==> src/rtl/mult_div_pkg.sv <==
// ============================================================================
// Module   : mult_div_pkg
// Purpose  : Shared state encodings, operation codes and sizing constants for
//            the mult/div sequencer and its single-iteration datapath.
// Revision : 1.0 - initial release
// ============================================================================
`default_nettype none

package mult_div_pkg;

   localparam int DEF_WIDTH  = 32;
   localparam int ITER_COUNT = DEF_WIDTH;

   localparam logic [2:0] IDLE = 3'd0;
   localparam logic [2:0] MULT = 3'd1;
   localparam logic [2:0] DIV  = 3'd2;
   localparam logic [2:0] FIX  = 3'd3;
   localparam logic [2:0] DONE = 3'd4;

   // Bit 1 selects divide, bit 0 selects unsigned operands.
   localparam logic [1:0] OP_MULT  = 2'd0;
   localparam logic [1:0] OP_MULTU = 2'd1;
   localparam logic [1:0] OP_DIV   = 2'd2;
   localparam logic [1:0] OP_DIVU  = 2'd3;

   function automatic logic op_is_div(input logic [1:0] op);
      return op[1];
   endfunction

endpackage

`default_nettype wire

==> src/rtl/mult_div_step.sv <==
// ============================================================================
// Module   : mult_div_step
// Purpose  : One combinational iteration: signed Booth radix-2, unsigned
//            shift-add, or restoring division on operand magnitudes.
// Revision : 1.0 - initial release
// ============================================================================
`default_nettype none

module mult_div_step
   import mult_div_pkg::*;
#(
   parameter int WIDTH = ITER_COUNT
) (
   input  logic [1:0]       mode,
   input  logic [WIDTH:0]   acc_in,
   input  logic [WIDTH-1:0] bits_in,
   input  logic             qm1_in,
   input  logic [WIDTH-1:0] operand,
   output logic [WIDTH:0]   acc_out,
   output logic [WIDTH-1:0] bits_out,
   output logic             qm1_out
);

   logic [WIDTH:0]   w_ext;
   logic [WIDTH:0]   w_sum;
   logic [WIDTH:0]   w_shift;
   logic [WIDTH+1:0] w_trial;

   always_comb begin
      w_ext    = {operand[WIDTH-1], operand};
      w_sum    = acc_in;
      w_shift  = {acc_in[WIDTH-1:0], bits_in[WIDTH-1]};
      w_trial  = {1'b0, w_shift} - {2'b00, operand};
      acc_out  = acc_in;
      bits_out = bits_in;
      qm1_out  = qm1_in;
      case (mode)
         OP_MULT: begin
            // The extra accumulator bit keeps (-2^(W-1))^2 from overflowing.
            case ({bits_in[0], qm1_in})
               2'b01:   w_sum = acc_in + w_ext;
               2'b10:   w_sum = acc_in - w_ext;
               default: w_sum = acc_in;
            endcase
            acc_out  = {w_sum[WIDTH], w_sum[WIDTH:1]};
            bits_out = {w_sum[0], bits_in[WIDTH-1:1]};
            qm1_out  = bits_in[0];
         end
         OP_MULTU: begin
            w_sum    = bits_in[0] ? (acc_in + {1'b0, operand}) : acc_in;
            acc_out  = {1'b0, w_sum[WIDTH:1]};
            bits_out = {w_sum[0], bits_in[WIDTH-1:1]};
            qm1_out  = bits_in[0];
         end
         default: begin
            if (!w_trial[WIDTH+1]) begin
               acc_out = w_trial[WIDTH:0];
            end else begin
               acc_out = w_shift;
            end
            bits_out = {bits_in[WIDTH-2:0], ~w_trial[WIDTH+1]};
            qm1_out  = 1'b0;
         end
      endcase
   end

endmodule

`default_nettype wire

==> src/rtl/mult_div_ctrl.sv <==
// ============================================================================
// Module   : mult_div_ctrl
// Purpose  : Multicycle MIPS mult/div sequencer owning the HI/LO registers.
//            Optional macro MULT_DIV_UNSIGNED_EN adds the unsigned_op input.
// Revision : 1.0 - initial release
// ============================================================================
`default_nettype none

module mult_div_ctrl
   import mult_div_pkg::*;
#(
   parameter int WIDTH = ITER_COUNT,
   parameter int CNT_W = 6
) (
   input  logic             clk,
   input  logic             reset,
   input  logic             start_mult,
   input  logic             start_div,
`ifdef MULT_DIV_UNSIGNED_EN
   input  logic             unsigned_op,
`endif
   input  logic [WIDTH-1:0] op_a,
   input  logic [WIDTH-1:0] op_b,
   output logic             busy,
   output logic             done,
   output logic             div_zero,
   output logic [WIDTH-1:0] hi,
   output logic [WIDTH-1:0] lo
);

   logic [2:0]       r_state;
   logic [CNT_W-1:0] r_cnt;
   logic [1:0]       r_op;
   logic [WIDTH:0]   r_acc;
   logic [WIDTH-1:0] r_bits;
   logic             r_qm1;
   logic [WIDTH-1:0] r_operand;
   logic             r_neg_q;
   logic             r_neg_r;
   logic             r_fix_stage;
   logic [WIDTH-1:0] r_res_hi;
   logic [WIDTH-1:0] r_res_lo;
   logic [WIDTH-1:0] r_hi;
   logic [WIDTH-1:0] r_lo;
   logic             r_busy;
   logic             r_done;
   logic             r_div_zero;

   logic             w_unsigned;
   logic [WIDTH-1:0] w_abs_a;
   logic [WIDTH-1:0] w_abs_b;
   logic [WIDTH-1:0] w_rem;
   logic [WIDTH:0]   w_acc_nxt;
   logic [WIDTH-1:0] w_bits_nxt;
   logic             w_qm1_nxt;

`ifdef MULT_DIV_UNSIGNED_EN
   assign w_unsigned = unsigned_op;
`else
   assign w_unsigned = 1'b0;
`endif

   assign w_abs_a = (op_a[WIDTH-1] && !w_unsigned) ? -op_a : op_a;
   assign w_abs_b = (op_b[WIDTH-1] && !w_unsigned) ? -op_b : op_b;
   assign w_rem   = r_acc[WIDTH-1:0];

   mult_div_step #(
      .WIDTH (WIDTH)
   ) u_step (
      .mode     (r_op),
      .acc_in   (r_acc),
      .bits_in  (r_bits),
      .qm1_in   (r_qm1),
      .operand  (r_operand),
      .acc_out  (w_acc_nxt),
      .bits_out (w_bits_nxt),
      .qm1_out  (w_qm1_nxt)
   );

   always_ff @(posedge clk) begin
      if (!reset) begin
         r_state     <= IDLE;
         r_cnt       <= '0;
         r_op        <= OP_MULT;
         r_acc       <= '0;
         r_bits      <= '0;
         r_qm1       <= 1'b0;
         r_operand   <= '0;
         r_neg_q     <= 1'b0;
         r_neg_r     <= 1'b0;
         r_fix_stage <= 1'b0;
         r_res_hi    <= '0;
         r_res_lo    <= '0;
         r_hi        <= '0;
         r_lo        <= '0;
         r_busy      <= 1'b0;
         r_done      <= 1'b0;
         r_div_zero  <= 1'b0;
      end else begin
         case (r_state)
            IDLE: begin
               if (start_mult) begin
                  r_op      <= w_unsigned ? OP_MULTU : OP_MULT;
                  r_acc     <= '0;
                  r_bits    <= op_b;
                  r_qm1     <= 1'b0;
                  r_operand <= op_a;
                  r_cnt     <= CNT_W'(WIDTH - 1);
                  r_busy    <= 1'b1;
                  r_state   <= MULT;
               end else if (start_div) begin
                  r_busy <= 1'b1;
                  if (op_b == '0) begin
                     r_done     <= 1'b1;
                     r_div_zero <= 1'b1;
                     r_state    <= DONE;
                  end else begin
                     r_op      <= w_unsigned ? OP_DIVU : OP_DIV;
                     r_acc     <= '0;
                     r_bits    <= w_abs_a;
                     r_qm1     <= 1'b0;
                     r_operand <= w_abs_b;
                     r_neg_q   <= !w_unsigned && (op_a[WIDTH-1] ^ op_b[WIDTH-1]);
                     r_neg_r   <= !w_unsigned && op_a[WIDTH-1];
                     r_cnt     <= CNT_W'(WIDTH - 1);
                     r_state   <= DIV;
                  end
               end
            end
            MULT, DIV: begin
               r_acc  <= w_acc_nxt;
               r_bits <= w_bits_nxt;
               r_qm1  <= w_qm1_nxt;
               if (r_cnt == '0) begin
                  r_state <= FIX;
               end else begin
                  r_cnt <= r_cnt - 1'b1;
               end
            end
            FIX: begin
               // Sign correction is registered first so the negators stay
               // off the HI/LO write path.
               if (!r_fix_stage) begin
                  r_fix_stage <= 1'b1;
                  if (op_is_div(r_op)) begin
                     r_res_lo <= r_neg_q ? -r_bits : r_bits;
                     r_res_hi <= r_neg_r ? -w_rem : w_rem;
                  end else begin
                     r_res_lo <= r_bits;
                     r_res_hi <= w_rem;
                  end
               end else begin
                  r_fix_stage <= 1'b0;
                  r_hi        <= r_res_hi;
                  r_lo        <= r_res_lo;
                  r_done      <= 1'b1;
                  r_state     <= DONE;
               end
            end
            DONE: begin
               r_done     <= 1'b0;
               r_div_zero <= 1'b0;
               r_busy     <= 1'b0;
               r_state    <= IDLE;
            end
            default: begin
               r_fix_stage <= 1'b0;
               r_done      <= 1'b0;
               r_div_zero  <= 1'b0;
               r_busy      <= 1'b0;
               r_state     <= IDLE;
            end
         endcase
      end
   end

   assign busy     = r_busy;
   assign done     = r_done;
   assign div_zero = r_div_zero;
   assign hi       = r_hi;
   assign lo       = r_lo;

endmodule

`default_nettype wire

==> config.mk <==
export PLATFORM = sky130hd
export DESIGN_NAME = mult_div_ctrl
export DESIGN_NICKNAME = d
export VERILOG_FILES = /design/src/rtl/mult_div_pkg.sv /design/src/rtl/mult_div_step.sv /design/src/rtl/mult_div_ctrl.sv
export SDC_FILE = /design/constraint.sdc
export NUM_CORES = 1
export LEC_CHECK = 0
export ABC_AREA = 1
export CORE_AREA = 10 10 190 192
export CTS_BUF_LIST = sky130_fd_sc_hd__clkbuf_16
export CTS_CLUSTER_DIAMETER = 60
export DETAILED_ROUTE_END_ITERATION = 6
export DIE_AREA = 0 0 200 202
export PLACE_DENSITY = 0.88
export SYNTH_ARGS = -nofsm -noshare
export SYNTH_HDL_FRONTEND = slang
export SYNTH_SLANG_ARGS = --single-unit
==> constraint.sdc <==
create_clock -name clk -period 9.2 [get_ports clk]
set_clock_uncertainty 0.1 [all_clocks]
set_input_delay 1.84 -clock clk [delete_from_list [all_inputs] [get_ports clk]]
set_output_delay 1.84 -clock clk [all_outputs]
set_load 0.02 [all_outputs]
---- Word-level counts from Yosys, hierarchy flattened ----
Cells that the tools add are included.
cells by class
  add/sub/neg operators ................... 9
  multiply operators ...................... 0
  div/mod/pow operators ................... 0
  magnitude comparators ................... 0
  equality and inequality tests ........... 16
  shift operators ......................... 0
  multiplexer cells ....................... 52
  bitwise logic cells ..................... 7
  reductions and logical operators ........ 20
operator list
  operator                                              number
  2-to-1 mux 32 bit                                     12
  case mux 33 bit (2 select lines)                      3
  2-to-1 mux 33 bit                                     5
  negator 32 bit                                        4
  case mux 32 bit (2 select lines)                      2
  subtractor 33 x 32 -> 34 bit                          1
  adder 33 x 32 -> 33 bit                               1
  adder 33 bit                                          1
  subtractor 33 bit                                     1
  logical NOT 32 bit                                    1
  2-to-1 mux 6 bit                                      4
  2-to-1 mux 3 bit                                      5
  != test 2 bit (second input constant)                 7
  case mux 6 bit (2 select lines)                       1
  AND reduction 4 bit                                   3
  2-to-1 mux 1 bit                                      11
  case mux 3 bit (3 select lines)                       1
  AND reduction 3 bit                                   3
  case mux 1 bit (2 select lines)                       4
  equality test 3 x 2 -> 1 bit (second input constant)  2
  logical NOT 6 bit                                     1
  2-to-1 mux 2 bit                                      3
  != test 3 bit (second input constant)                 2
  inverter 1 bit                                        6
  other kinds (15)                                      20
storage, ports and cells
  register bits after elaboration ......... 243
  bits in latches ......................... 0
  RAM bits ................................ 0
  bits in read-only memories .............. 0
  input bits .............................. 68
  output and inout bits ................... 67
  word-level logic and storage cells ...... 121
  memories ................................ 0

---- Logic depth before layout (Yosys ltp) ----
Gate-level depths: netlist of run 1.
  depth after elaboration ................. 6
  gate-level depth with buffers ........... 25
  depth with buffers taken out ............ 25

---- Modules after synthesis ----
Synthesis of run 1 repeated with hierarchy kept, for this count alone.
unflattened totals
  cell total of the unflattened synthesis .. 3848
  area, all modules ....................... 22260.1 um2
modules (own cells, without submodules)
  module         instances  cells each  area an instance (um2)  seq. area each (um2)
  mult_div_ctrl  1          2012        13008.7                 4844.6
  mult_div_step  1          1836        9251.4                  0.0

---- Worst setup path after synthesis of run 1 ----
Ideal clock, no wire load.
  kind .................................... input -> register
  start point ............................. input port op_b[0]
  end point ............................... register r_operand[20]
  arrival time ............................ 3.303 ns
  required time ........................... 8.984 ns
  slack ................................... 5.680 ns
  cell stages on the path ................. 13
  buffers on the path ..................... 2
  cell sequence ........................... inv_1 > ha_1 > nand3_1 > nor2_2 > nand4_1 > nor2_2 > nand2_1 > nand3_2 > inv_2 > buf_2 > buf_2 > o211ai_1 > inv_1
between the ends
  longest elaborated chain between the ends .. 5
  elaborated cells between the ends (all ways) .. 8
RTL lines
  element               RTL line              text
  from (decl)           mult_div_ctrl.sv:23   input logic [WIDTH-1:0] op_b,
  negator 32 bit        mult_div_ctrl.sv:64   assign w_abs_b = (op_b[WIDTH-1] && !w_unsigned) ? -op_b : op_b;
  2-to-1 mux 32 bit     mult_div_ctrl.sv:64
  2-to-1 mux 32 bit     mult_div_ctrl.sv:113  if (op_b == '0) begin
  2-to-1 mux 32 bit     mult_div_ctrl.sv:111  end else if (start_div) begin
  2-to-1 mux 32 bit     mult_div_ctrl.sv:102  if (start_mult) begin
  to (signal assigned)  mult_div_ctrl.sv:107  r_operand <= op_a;
  to (signal assigned)  mult_div_ctrl.sv:122  r_operand <= w_abs_b;
  to (decl)             mult_div_ctrl.sv:37   logic [WIDTH-1:0] r_operand;
Several ways; a longest one is shown, not always the timed one. The select of a mux whose other input is x is not followed.
A chain may end at the register's enable or synchronous reset.

---- Final worst setup path of run 1 ----
  start point ............................. input port start_mult
  end point ............................... register r_cnt[4]
between the ends
  longest elaborated chain between the ends .. 2
  elaborated cells between the ends (all ways) .. 5
RTL lines
  element                                                                                  RTL line              text
  from (decl)                                                                              mult_div_ctrl.sv:17   input logic start_mult,
  != test 3 bit (no line) / 2-to-1 mux 6 bit (equally long branches)                       n/a
  AND reduction 4 bit (no line) / case mux 6 bit (2 select lines) (equally long branches)  n/a
  to (signal assigned)                                                                     mult_div_ctrl.sv:108  r_cnt <= CNT_W'(WIDTH - 1);
  to (signal assigned)                                                                     mult_div_ctrl.sv:125  r_cnt <= CNT_W'(WIDTH - 1);
  to (signal assigned)                                                                     mult_div_ctrl.sv:137  r_cnt <= r_cnt - 1'b1;
  to (decl)                                                                                mult_div_ctrl.sv:32   logic [CNT_W-1:0] r_cnt;
Several ways; a longest one is shown, not always the timed one.

==> results of run 1 <==
synthesized netlist by cell type (all sizes together):
cell type | count | share of area [%]
o31ai | 6 | 0.23
a21oi | 332 | 8.4
nand3b | 18 | 0.68
and3 | 1 | 0.031
o21bai | 6 | 0.23
clkbuf | 105 | 2.0
o32ai | 5 | 0.22
a31oi | 20 | 0.63
or2 | 11 | 0.34
o21a | 4 | 0.15
nor3 | 46 | 1.3
and2 | 5 | 0.16
dfxtp | 242 | 24
o211ai | 23 | 0.94
xnor2 | 20 | 0.88
a211oi | 22 | 0.83
nand2 | 977 | 18
ha | 72 | 4.5
o41ai | 1 | 0.044
nand4 | 51 | 1.6
buf | 40 | 1.3
nor2 | 344 | 6.7
o221ai | 11 | 0.48
nand3 | 273 | 7.1
a21o | 4 | 0.15
xor2 | 95 | 4.2
o21ai | 178 | 4.5
fa | 2 | 0.20
nor3b | 1 | 0.038
nor4 | 10 | 0.31
inv | 482 | 9.1
o22ai | 5 | 0.16
clkinv | 5 | 0.094
worst min-delay path by stage:
stage,from,cells past startpoint,slack [ps],endpoint
2_1_floorplan,r_cnt[0]$_SDFFE_PN0P_,1,330,r_cnt[0]$_SDFFE_PN0P_
3_3_place_gp,r_cnt[0]$_SDFFE_PN0P_,1,340,r_cnt[0]$_SDFFE_PN0P_
3_5_place_dp,hi[9]$_SDFFE_PN0P_,2,350,hi[9]$_SDFFE_PN0P_
4_1_cts,hi[16]$_SDFFE_PN0P_,2,360,hi[16]$_SDFFE_PN0P_
5_1_grt,hi[16]$_SDFFE_PN0P_,2,380,hi[16]$_SDFFE_PN0P_
6_report,hi[20]$_SDFFE_PN0P_,2,360,hi[20]$_SDFFE_PN0P_
state kept, by name, indices dropped and copies added (netlist names):
| signal | cells |
|---|---|
| r_acc | 33 |
| hi | 32 |
| lo | 32 |
| r_bits | 32 |
| r_operand | 32 |
| r_res_hi | 32 |
| r_res_lo | 32 |
| r_cnt | 6 |
| r_state | 3 |
| busy | 1 |
| div_zero | 1 |
| done | 1 |
| r_fix_stage | 1 |
| r_neg_q | 1 |
| r_neg_r | 1 |
| r_op | 1 |
| r_qm1 | 1 |
stage by stage:
stage                     instances  utilization, %  area, µm²  power (µW)  hold slack [ps]
final                          3912            68.9      22200        7090              362
after detailed placement       3866            66.2      21400        5810              353
after CTS                      3912            68.9      22200        6880              363
after global routing           3912            68.9      22200        7560              379
after global placement         3866            66.2      21400        5730              342
after floorplan                3417               -      20000        4650              329
area by class of cell:
type                    count  area share [%]
clock buffers              26            2.93
clock inverters            20           0.917
inverters                 487            8.23
multi-input cells        2543            57.0
flip-flops and latches    242            21.8
well taps                 442            2.49
repair buffers            152            6.60
tightest hold or removal path: stages, from the launching register on:
cell and delay, ps:
dfxtp_1 310, nand2_1 60, a21oi_1 50
metal layers:
layer	GRT usage (%)	vias up	share of wire [%]
met4	12.3	0	3.7
met5	0	-	0
met3	9.17	152	14
li1	-	11000	-
met1	49.1	10500	41
met2	49.6	1476	41
power by group through the flow:
stage / clock network [µW] / logic, µW / registers [µW]
2_1_floorplan: 0 / 3200 / 1440
3_3_place_gp: 0 / 4140 / 1590
3_5_place_dp: 0 / 4210 / 1600
4_1_cts: 1050 / 4250 / 1580
5_1_grt: 1100 / 4850 / 1610
6_report: 1060 / 4420 / 1610
logic make-up after synthesis:
group           synth area share, %
fa+ha+maj                      4.71
simple gates                   36.7
buf+inv                        12.4
flops                          24.2
xor+xnor                       5.04
compound gates                 16.9
==> flow_summary.yaml, run 1 <==
outcome:
  outcome: "finished, violations left"
  failed_checks: "design-rule violations"
critical_path:
  slowest_stage: "clkinv_1"
  start_kind: "primary input"
  critical-path-top-delay-family: "buffers and inverters"
  cp_slowest_stage_delay_ps: 680
  r2r-end: "r_acc[31]$_SDFFE_PN0P_"
  r2r-start: "r_bits[0]$_SDFFE_PN0P_"
  timing.critical_path.to: "r_cnt[4]$_SDFFE_PN0P_"
  cp.required_ps: 9570
  path_cells: "buf_2 > buf_4 > clkinv_1 > buf_4 > nand2_1 > nor2_1 > inv_1 > nand3_2 > buf_4 > inv_2 > nand2_1 > inv_1 > o21ai_0 > a21oi_1"
  worstSetupEndpointType: "register"
  critPathMaxFanout: 67
  cpMostUsedCell: "buf_4"
  cp.depth: 14
  path_buf_inv: 8
  reg2regPathDepth: 18
  critical_path_class: "primary input to register"
  setup.worst_path.start: "start_mult"
  r2r_slack_ps: 4890
  worstPathArrival_ps: 5420
clocking:
  root_buffer: "clkbuf_16"
  clk_pin_slew_ps: 60
  cts_made_buffers: 26
  post_cts_resized: 0
  post-cts-setup-buffer-count: 0
  clockBufferDepth: 3
  clk_latency_ps: 550
  hold_buffers: 0
  cts_tree: "built"
  htreeDepth: 1
  numClockSinks: 242
routing:
  viasPerCell: 5.91
  drc: 18
  ant_nets: 0
  via_count: 23100
  wl_um: 73400
  wl_per_cell_um: 18.8
  drt-pass1-iter-count: 7
  first_iter_violations: 3485
synth:
  ys_seq_area_share_pct: 24.2
  synth_cell_types: 52
  syn_nets: 3559
  syn_inst: 3417
  synthesis.area_per_instance_um2: 5.85
  ys_seq_elements: 242
  yosys_warnings: 0
  syn_area_mm2: 0.0200
cells_and_area:
  layout.nets: 3594
  regArea_mm2: 0.00485
  syn2layout_area_growth_pct: 11.2
  fillers: 2882
  mostFrequentLayoutCells: "nand2_1 (969), inv_1 (468), a21oi_1 (330), nor2_1 (329), nand3_1 (267)"
  multi_input_area_mm2: 0.0127
  drive_above_1_share_pct: 3.60
  antenna_cells: 0
  final_common_cell: "nand2_1"
power_and_ir_drop:
  p_int_uw: 3190
  power_frac_clock_pct: 14.9
  worst_ir_drop_vdd_mv: 0.202
  p_switching_uw: 3900
  seqPwrFrac_pct: 22.7
  p_comb_share_pct: 62.3
  power_density_mw_per_mm2: 319
  switching_share_pct: 55.0
  leakage_uw: 0.0104
sta:
  relSlewSlack_pct: 24.3
  max_freq_ghz: 0.198
  hold_violations: 0
  final.setup.worst_slack_ps: 4150
  setup_viol: 0
  finalCritPeriodShare_pct: 54.8
  setup-tns-final_ps: 0
  min_period_ps: 5050
  slew_violations: 0
  tightest_slew_ps: 1130
  rsz0062_at_grt: "no"
floorplanning:
  dieWidth_um: 200
  core_mm2: 0.0323
  chipHeight_um: 202
  ioPinCount: 135
  placementRows: 66
  start_util_pct: 61.9
  dieArea_mm2: 0.0404
grt:
  track_usage_pct: 34.8
  grt_max_degree: 101
  grt_pass1_wl_um: 114000
  grt_pass1_vias: 20600
  grt_antenna_before_repair: 0
  grt-ovfl-total: 0
placed_design:
  port_buffers: 134
  dp_hpwl_um: 56500
  gp_congestion: 1.06
  dp_worst_setup_slack_ps: 3720
job:
  cap_violations: 0
hold_path:
  hp-class: "register to register"
Power figures use the tool's default switching activity.
==> inputs of run 2 (changes only) <==
--- a/config.mk
+++ b/config.mk
@@ -6,12 +6,12 @@
 export NUM_CORES = 1
 export LEC_CHECK = 0
 export ABC_AREA = 1
-export CORE_AREA = 10 10 190 192
+export CORE_AREA = 10 10 202 204
 export CTS_BUF_LIST = sky130_fd_sc_hd__clkbuf_16
 export CTS_CLUSTER_DIAMETER = 60
 export DETAILED_ROUTE_END_ITERATION = 6
-export DIE_AREA = 0 0 200 202
-export PLACE_DENSITY = 0.88
+export DIE_AREA = 0 0 212 214
+export PLACE_DENSITY = 0.82
 export SYNTH_ARGS = -nofsm -noshare
 export SYNTH_HDL_FRONTEND = slang
 export SYNTH_SLANG_ARGS = --single-unit
==> constraint.sdc (replaced) <==
create_clock -name clk -period 4.5 [get_ports clk]
set_clock_uncertainty 0.1 [all_clocks]
set_input_delay 0.9 -clock clk [delete_from_list [all_inputs] [get_ports clk]]
set_output_delay 0.9 -clock clk [all_outputs]
set_load 0.02 [all_outputs]
==> flow_summary.yaml, run 2 (synthesis results as in run 1) <==
placed_design:
  post_dp_cell_area_mm2: 0.0216
  port_buffers: 134
  dp_hpwl_um: 54600
  gp_congestion: 1.05
sta:
  tightest_slew_ps: 1160
  setup-tns-final_ps: 0
  min_period_ps: 3910
  setup_viol: 0
  max_freq_ghz: 0.256
  whs_ps: 359
  finalCritPeriodShare_pct: 86.9
  relSlewSlack_pct: 22.1
  slew_violations: 0
  rsz0062_at_grt: "no"
  hold_violations: 0
floorplanning:
  core_mm2: 0.0370
  chipHeight_um: 214
  dieWidth_um: 212
  ioPinCount: 135
  start_util_pct: 54.0
  placementRows: 71
  dieArea_mm2: 0.0454
critical_path:
  worstSetupEndpointType: "register"
  timing.critical_path.to: "r_acc[27]$_SDFFE_PN0P_"
  setup.worst_path.start: "r_operand[1]$_SDFFE_PN0P_"
  r2r_slack_ps: 590
  start_kind: "register"
  critical_path_class: "register to register"
  reg2regPathDepth: 19
  critPathMaxFanout: 5
  worstPathArrival_ps: 4330
  r2r-end: "r_acc[27]$_SDFFE_PN0P_"
  r2r-start: "r_operand[1]$_SDFFE_PN0P_"
  cp.required_ps: 4910
power_and_ir_drop:
  power_density_mw_per_mm2: 642
  power_frac_clock_pct: 16.2
  switching_share_pct: 53.8
  worst_ir_drop_vdd_mv: 0.361
  p_comb_share_pct: 62.0
  p_switching_uw: 7820
  p_int_uw: 6700
  leakage_uw: 0.0107
  seqPwrFrac_pct: 21.8
cells_and_area:
  final_area_mm2: 0.0226
  regArea_mm2: 0.00485
  layout.nets: 3625
  drive_above_1_share_pct: 4.57
  syn2layout_area_growth_pct: 13.1
  multi_input_area_mm2: 0.0127
  fillers: 3667
  regMostFlops: "r_acc"
  final_common_cell: "nand2_1"
  largest_reg_flops: 33
  antenna_cells: 0
  mostFrequentLayoutCells: "nand2_1 (969), inv_1 (473), a21oi_1 (330), nor2_1 (329), nand3_1 (267)"
clocking:
  numClockSinks: 242
  post-cts-setup-buffer-count: 0
  clk_pin_slew_ps: 60
  cts_made_buffers: 30
  cts_tree: "built"
  hold_buffers: 0
  clockBufferDepth: 3
  htreeDepth: 1
  clk_latency_ps: 580
  post_cts_resized: 0
  root_buffer: "clkbuf_16"
grt:
  track_usage_pct: 29.7
  grt-ovfl-total: 0
  grt_pass1_wl_um: 110000
  grt_pass1_vias: 20100
  grt_max_degree: 93
  grt_antenna_before_repair: 0
routing:
  viasPerCell: 5.67
  drt-pass1-iter-count: 6
  ant_nets: 0
  wl_um: 70100
  wl_per_cell_um: 17.6
  first_iter_violations: 2707
  drc: 0
  via_count: 22600
job:
  cap_violations: 0
outcome:
  outcome: "finished clean"
hold_path:
  hp-class: "register to register"
run 2: cell types whose count changed in the layout (fill, tap and decap cells not counted):
cell | previous run | this run
inv_6 | 0 | 4
clkinv_8 | 3 | 1
clkinvlp_4 | 0 | 1
clkinv_4 | 2 | 4
buf_12 | 0 | 2
clkbuf_16 | 26 | 30
clkinv_2 | 2 | 0
inv_8 | 0 | 2
bufinv_16 | 3 | 2
clkinv_1 | 13 | 7
buf_4 | 18 | 43
inv_1 | 468 | 473
run 2: power groups by stage:
stage          combinational, µW  sequential, µW  clock [µW]
6_report                    9000            3160        2350
5_1_grt                     9960            3190        2450
4_1_cts                     8760            3130        2370
3_5_place_dp                8710            3170           0
3_3_place_gp                8680            3170           0
2_1_floorplan               6550            2950           0
run 2: stage by stage:
stage	instances	total power [µW]	setup WS [ps]	utilization [%]
2_1_floorplan	3417	9500	1390	-
3_3_place_gp	3925	11800	723	58.4
3_5_place_dp	3925	11900	681	58.4
4_1_cts	3978	14300	663	61.0
5_1_grt	3978	15600	143	61.0
6_report	3978	14500	589	61.0
run 2: cell type report:
type,instances,share of cell area [%]
Tap cell,474,2.62
Clock inverter,23,0.930
Timing Repair Buffer,179,7.49
Inverter,487,8.10
Clock buffer,30,3.32
Sequential cell,242,21.4
Multi-Input combinational cell,2543,56.1
run 2: how the worst min path moves through the flow:
stage          cells after the start  slack [ps]             startpoint                     to
2_1_floorplan                      1         330  r_cnt[0]$_SDFFE_PN0P_  r_cnt[0]$_SDFFE_PN0P_
3_3_place_gp                       2         350    hi[23]$_SDFFE_PN0P_    hi[23]$_SDFFE_PN0P_
3_5_place_dp                       2         350     lo[7]$_SDFFE_PN0P_     lo[7]$_SDFFE_PN0P_
4_1_cts                            2         360    hi[20]$_SDFFE_PN0P_    hi[20]$_SDFFE_PN0P_
5_1_grt                            2         370    hi[14]$_SDFFE_PN0P_    hi[14]$_SDFFE_PN0P_
6_report                           2         360    hi[20]$_SDFFE_PN0P_    hi[20]$_SDFFE_PN0P_
run 2: worst max-delay path, stage by stage (launching register included):
cell,delay [ps]
dfxtp_1,340
inv_1,110
ha_1,170
nand2_1,70
nor2_1,290
inv_1,100
o41ai_1,510
o21ai_0,220
xor2_1,220
ha_1,420
nand2_1,140
nor2_1,220
inv_1,90
nor3_1,190
nand2_1,110
nand3_1,90
nand3_1,90
a21oi_1,150
nand2_1,60
a21oi_1,110
run 2: layer usage:
layer	GRT usage (%)	routed length (µm)	up-vias
met3	4.60	7570	146
met1	42.7	30600	10100
met2	44.1	29600	1175
li1	-	-	11100
met4	9.54	2360	0
met5	0	0	-
